==> src/rtl/inst_fetch.sv <==
// rtl/inst_fetch.sv - instruction fetch stage with a direct-mapped one-word-line instruction cache
module inst_fetch #(
    parameter int          ICACHE_IDX_W = 6,
    parameter logic [31:0] RESET_PC     = 32'h0
) (
    input  logic        clk,
    input  logic        rst,
    input  logic        rdy,
    output logic        oMC_en,
    output logic [31:0] oMC_addr,
    input  logic        iMC_done,
    input  logic [31:0] iMC_inst,
    output logic        oID_valid,
    output logic [31:0] oID_inst,
    output logic [31:0] oID_pc,
    input  logic        iID_ready,
    input  logic        iJP_en,
    input  logic [31:0] iJP_pc
);

    localparam int LINES = 1 << ICACHE_IDX_W;
    localparam int TAG_W = 30 - ICACHE_IDX_W;

    localparam logic [1:0] ST_FETCH = 2'd0;
    localparam logic [1:0] ST_MISS  = 2'd1;
    localparam logic [1:0] ST_ABORT = 2'd2;

    logic [1:0]        state_q, state_d;
    logic [31:0]       pc_q, pc_d;
    logic              mc_en_q, mc_en_d;
    logic [31:0]       mc_addr_q, mc_addr_d;
    logic              id_valid_q, id_valid_d;
    logic [31:0]       id_inst_q, id_inst_d;
    logic [31:0]       id_pc_q, id_pc_d;
    logic [LINES-1:0]  line_valid_q, line_valid_d;

    logic [TAG_W-1:0]  tag_mem  [LINES];
    logic [31:0]       data_mem [LINES];

    logic [ICACHE_IDX_W-1:0] pc_idx, fill_idx;
    logic [TAG_W-1:0]        pc_tag, fill_tag;
    logic                    hit, slot_free, drain, fill_en;
    logic [31:0]             jp_target;

    assign pc_idx    = pc_q[ICACHE_IDX_W+1:2];
    assign pc_tag    = pc_q[31:ICACHE_IDX_W+2];
    // A fill always targets the outstanding request address, not the current pc.
    assign fill_idx  = mc_addr_q[ICACHE_IDX_W+1:2];
    assign fill_tag  = mc_addr_q[31:ICACHE_IDX_W+2];
    assign hit       = line_valid_q[pc_idx] && (tag_mem[pc_idx] == pc_tag);
    assign slot_free = !id_valid_q || iID_ready;
    assign drain     = id_valid_q && iID_ready;
    assign jp_target = iJP_pc & 32'hFFFF_FFFC;

    always_comb begin
        state_d      = state_q;
        pc_d         = pc_q;
        mc_en_d      = mc_en_q;
        mc_addr_d    = mc_addr_q;
        id_valid_d   = id_valid_q;
        id_inst_d    = id_inst_q;
        id_pc_d      = id_pc_q;
        line_valid_d = line_valid_q;
        fill_en      = 1'b0;
        if (rdy) begin
            case (state_q)
                ST_FETCH: begin
                    if (!iJP_en) begin
                        if (hit) begin
                            if (slot_free) begin
                                id_inst_d  = data_mem[pc_idx];
                                id_pc_d    = pc_q;
                                id_valid_d = 1'b1;
                                pc_d       = pc_q + 32'd4;
                            end
                        end else begin
                            state_d   = ST_MISS;
                            mc_en_d   = 1'b1;
                            mc_addr_d = pc_q;
                            if (drain) id_valid_d = 1'b0;
                        end
                    end
                end
                ST_MISS: begin
                    if (drain) id_valid_d = 1'b0;
                    if (iMC_done) begin
                        fill_en = 1'b1;
                        mc_en_d = 1'b0;
                        state_d = ST_FETCH;
                    end else if (iJP_en) begin
                        // Drop the request for a cycle so the controller restarts cleanly.
                        mc_en_d = 1'b0;
                        state_d = ST_ABORT;
                    end
                end
                ST_ABORT: begin
                    if (drain) id_valid_d = 1'b0;
                    state_d = ST_FETCH;
                end
                default: state_d = ST_FETCH;
            endcase
            if (fill_en) line_valid_d[fill_idx] = 1'b1;
            if (iJP_en) begin
                pc_d       = jp_target;
                id_valid_d = 1'b0;
            end
        end
    end

    always_ff @(posedge clk or negedge rst) begin
        if (!rst) begin
            state_q      <= ST_FETCH;
            pc_q         <= RESET_PC;
            mc_en_q      <= 1'b0;
            mc_addr_q    <= 32'h0;
            id_valid_q   <= 1'b0;
            id_inst_q    <= 32'h0;
            id_pc_q      <= 32'h0;
            line_valid_q <= '0;
        end else begin
            state_q      <= state_d;
            pc_q         <= pc_d;
            mc_en_q      <= mc_en_d;
            mc_addr_q    <= mc_addr_d;
            id_valid_q   <= id_valid_d;
            id_inst_q    <= id_inst_d;
            id_pc_q      <= id_pc_d;
            line_valid_q <= line_valid_d;
        end
    end

    always_ff @(posedge clk) begin
        if (fill_en) begin
            tag_mem[fill_idx]  <= fill_tag;
            data_mem[fill_idx] <= iMC_inst;
        end
    end

    assign oMC_en    = mc_en_q;
    assign oMC_addr  = mc_addr_q;
    assign oID_valid = id_valid_q;
    assign oID_inst  = id_inst_q;
    assign oID_pc    = id_pc_q;

endmodule
==> config.mk <==
export PLATFORM = sky130hd
export DESIGN_NAME = inst_fetch
export DESIGN_NICKNAME = d
export VERILOG_FILES = /design/src/rtl/inst_fetch.sv
export SDC_FILE = /design/constraint.sdc
export NUM_CORES = 2
export LEC_CHECK = 0
export CORE_UTILIZATION = 62
export DETAILED_ROUTE_END_ITERATION = 8
export PLACE_DENSITY = 0.76
export REMOVE_ABC_BUFFERS = 1
export SLEW_MARGIN = 20
export SYNTH_ARGS = -nofsm -noshare
export SYNTH_HDL_FRONTEND = slang
export SYNTH_SLANG_ARGS = --single-unit
==> constraint.sdc <==
create_clock -name clk -period 5.5 [get_ports clk]
set_input_delay 1.1 -clock clk [delete_from_list [all_inputs] [get_ports clk]]
set_output_delay 1.1 -clock clk [all_outputs]
set_load 0.1 [all_outputs]
==> reports/metrics.cfg <==
[clocking]
clkTransAtPathRegs_ps = 70
htreeDepth = 5
cts_sinks = 3774
cts_tree = yes
numCtsBuffers = 374
cts_max_path_buffers = 4
cts_root_buf = clkbuf_16
clk_latency_ps = 1000

[die]
row_count = 177
die_width_um = 486
floorplan.initialDensity = 0.624
io_pins = 168
die_area_um2 = 236000
core_um2 = 233000
die_h_um = 486

[critical_path]
path_class = register to register
cpMaxStageDelayCell = or4_4
worstPathCellList = buf_12, buf_12, mux4_2, a22oi_1, nand2_1, a222oi_1, buf_4, xor2_1, o2111ai_2, or4_4, nand4b_1, nor3_4, buf_4, buf_12, mux2_2
start_kind = register
crit_required_ps = 6310
arrival_ps = 6110
crit_fanout = 28
crit_top_cell = buf_12
end_kind = register
max_stage_delay_ps = 660

[yosys]
netlist_area_um2 = 145000
synthTopCellsByArea = edfxtp_1 (74%), mux4_2 (15%), dfrtp_1 (3.3%)
synth_cell_types = 81
avgSynthCellArea_um2 = 22.7
yosysSeqAreaShare = 0.774
yosysTopAreaCellShare = 0.741
ys.flop_type = edfxtp_1
yosys_register_bits = 3774
synth_edf_count = 3584
postSynth.asyncResetShare = 0.0503
yosysWarnings = 0
yosysTopAreaCell = edfxtp_1
syn_inst = 6398

[timing]
fin_crit_ps = 5300
finalCritPeriodShare = 0.964
maxSlewHeadroom = 0.197
max_freq_ghz = 0.189
rsz0062_at_grt = false
finalSetupViolations = 0
hold_viol_final = 0
skew_ps = 75.8
slew_violations = 0
worstMarginPinSlew_ps = 1200

[final_layout]
post-route-cell-area_um2 = 165000
finish.utilization = 0.709
multi_input_area_um2 = 31600
syn2layout_area_growth_pct = 13.6
drive_above_1_share = 0.294
final_common_cell = edfxtp_1
nNetsFinal = 6991
regArea_um2 = 112000
num-fill-cells = 12700
layout_common_cells = edfxtp_1 (3584), mux4_2 (975), clkbuf_16 (381), buf_4 (249), mux2i_1 (194)

[routing]
wl_mm = 414
wire_per_inst_um = 40.0
drc = 0
post_drt_via_cell_ratio = 7.35
drt_iter0_drc = 13000
antenna_left = 0
detail_route.first_pass.iterations = 9
vias = 76000

[place]
io_buffers = 161
globalplace.congestion = 0.884
placed_area_um2 = 153000
dp_hpwl_mm = 203

[pwr]
combPwrFrac = 0.146
power.internal_mw = 51.7
swShare = 0.258
power_leakage_nw = 53.3
clockPowerShare = 0.359
seqPwrFrac = 0.495
p_switching_mw = 18.0
finalPower_mw = 69.7
power.density_nw_per_um2 = 423
max-vdd-ir-drop_mv = 0.488

[global_routing]
grtUsageTotal = 0.354
grt_first_pass_wirelength_mm = 575
grt_max_degree = 111
antenna_found_initial = 18
grt_pass1_vias = 75800
grt_overflow = 0

[outcome]
outcome = complete, no violations

[flow_run]
max-cap-violations = 0

[worst_hold_path]
hp-class = primary input to asynchronous set/reset pin

-- path summary, 6_finish.rpt --
path,from,endpoint,slack (ps),depth (start not counted)
worst max register to register,pc_q[2]$_DFFE_PN0P_,oID_inst[24]$_DFFE_PN0P_,200,15
min in group clk,line_valid_q[20]$_DFFE_PN0P_,line_valid_q[20]$_DFFE_PN0P_,460,1
max in group asynchronous,rst,oID_inst[21]$_DFFE_PN0P_,4150,2
worst min-delay path,rst,oID_pc[7]$_DFFE_PN0P_,70,1
worst max-delay path,pc_q[2]$_DFFE_PN0P_,oID_inst[24]$_DFFE_PN0P_,200,15
worst min register to register,line_valid_q[20]$_DFFE_PN0P_,line_valid_q[20]$_DFFE_PN0P_,460,1
-- per-stage QoR --
step | TNS, ps | setup slack (ps) | hold WS (ps) | std cells
after detailed placement | 0 | 7.23 | 448 | 9673
after floorplan | -4280120 | -35190 | 434 | 6047
after global routing | 0 | 77.9 | 54.0 | 10300
after CTS | 0 | 63.4 | 22.8 | 10300
final | 0 | 199 | 70.8 | 10300
after global placement | 0 | 3.82 | 446 | 9673
-- registers in the layout (all words and copies together) (netlist names) --
| name | cells |
|---|---|
| oMC_addr | 30 |
| data_mem | 2048 |
| tag_mem | 1536 |
| oID_inst | 32 |
| oID_valid | 1 |
| oMC_en | 1 |
| line_valid_q | 64 |
| oID_pc | 30 |
| pc_q | 30 |
| state_q | 2 |
-- routing by layer --
metal  up-vias  share of wire  wire length [µm]  global-route usage
met5         -       0.000063                26                   0
met4         4          0.056             23200               0.165
met3      1352           0.15             61600              0.0999
met2      7081           0.47            193000               0.547
met1     39400           0.33            136000               0.475
li1      28200              -                 -                   -
-- critical path, delay by kind of cell (launching register included) --
family	cells	cell delay, ps
and+or+nand+nor	4	1410
buffers and inverters	5	1150
muxes	2	890
AOI/OAI and AO/OA	3	840
DFF	1	550
xor gates and xnor gates	1	180
-- what timing repair did --
item	4_1_cts	5_1_grt
buffers inserted	0	1
pin swaps	0	0
setup endpoints to repair	13	83
hold buffers	0	0
gates resized for setup	1	2
-- kinds of logic after synthesis --
| group | share of synthesized area |
|---|---|
| XOR/XNOR | 0.000965 |
| multiplexers | 0.175 |
| buffers and inverters | 0.0125 |
| adder cells (fa/ha/maj) | 0.000258 |
| AND/OR/NAND/NOR | 0.0194 |
| other | 0.0000258 |
| flip-flops | 0.774 |
| AO/OA/AOI/OAI | 0.0186 |
-- synthesized netlist by cell type (13+ instances only) --
master / n
mux4_2: 975
a31oi_1: 26
nand2_1: 147
buf_1: 46
clkbuf_1: 160
a211oi_1: 13
a21oi_1: 57
or2_2: 66
nor2b_1: 26
and2_1: 13
nand4_1: 19
a22oi_1: 113
o21ai_0: 23
nand3_1: 48
mux2_2: 96
a221oi_1: 18
dfrtp_1: 190
edfxtp_1: 3584
a32oi_1: 14
and3_1: 27
nor3_1: 20
buf_6: 22
buf_2: 90
buf_4: 36
mux2i_1: 194
nor2_1: 132
mux2_1: 33
inv_1: 16
nor4_1: 13
-- layout make-up --
cell class                      count  area share
Tap cell                         3132      0.0238
Clock inverter                    184      0.0105
Inverter                           18    0.000485
Timing Repair Buffer              495      0.0313
Clock buffer                      479      0.0609
Sequential cell                  3774       0.681
Antenna cell                        8    0.000121
Multi-Input combinational cell   2255       0.191
-- power by group through the flow --
stage                     sequential (mW)  clock, mW  combinational, mW
after CTS                            34.5       25.2               10.1
after detailed placement             35.1          0               9.87
final                                34.5       25.0               10.2
after floorplan                      36.8          0               7.90
after global placement               35.0          0               9.66
after global routing                 34.5       26.2               10.6
Note: power is estimated with default switching activity, not from simulation.
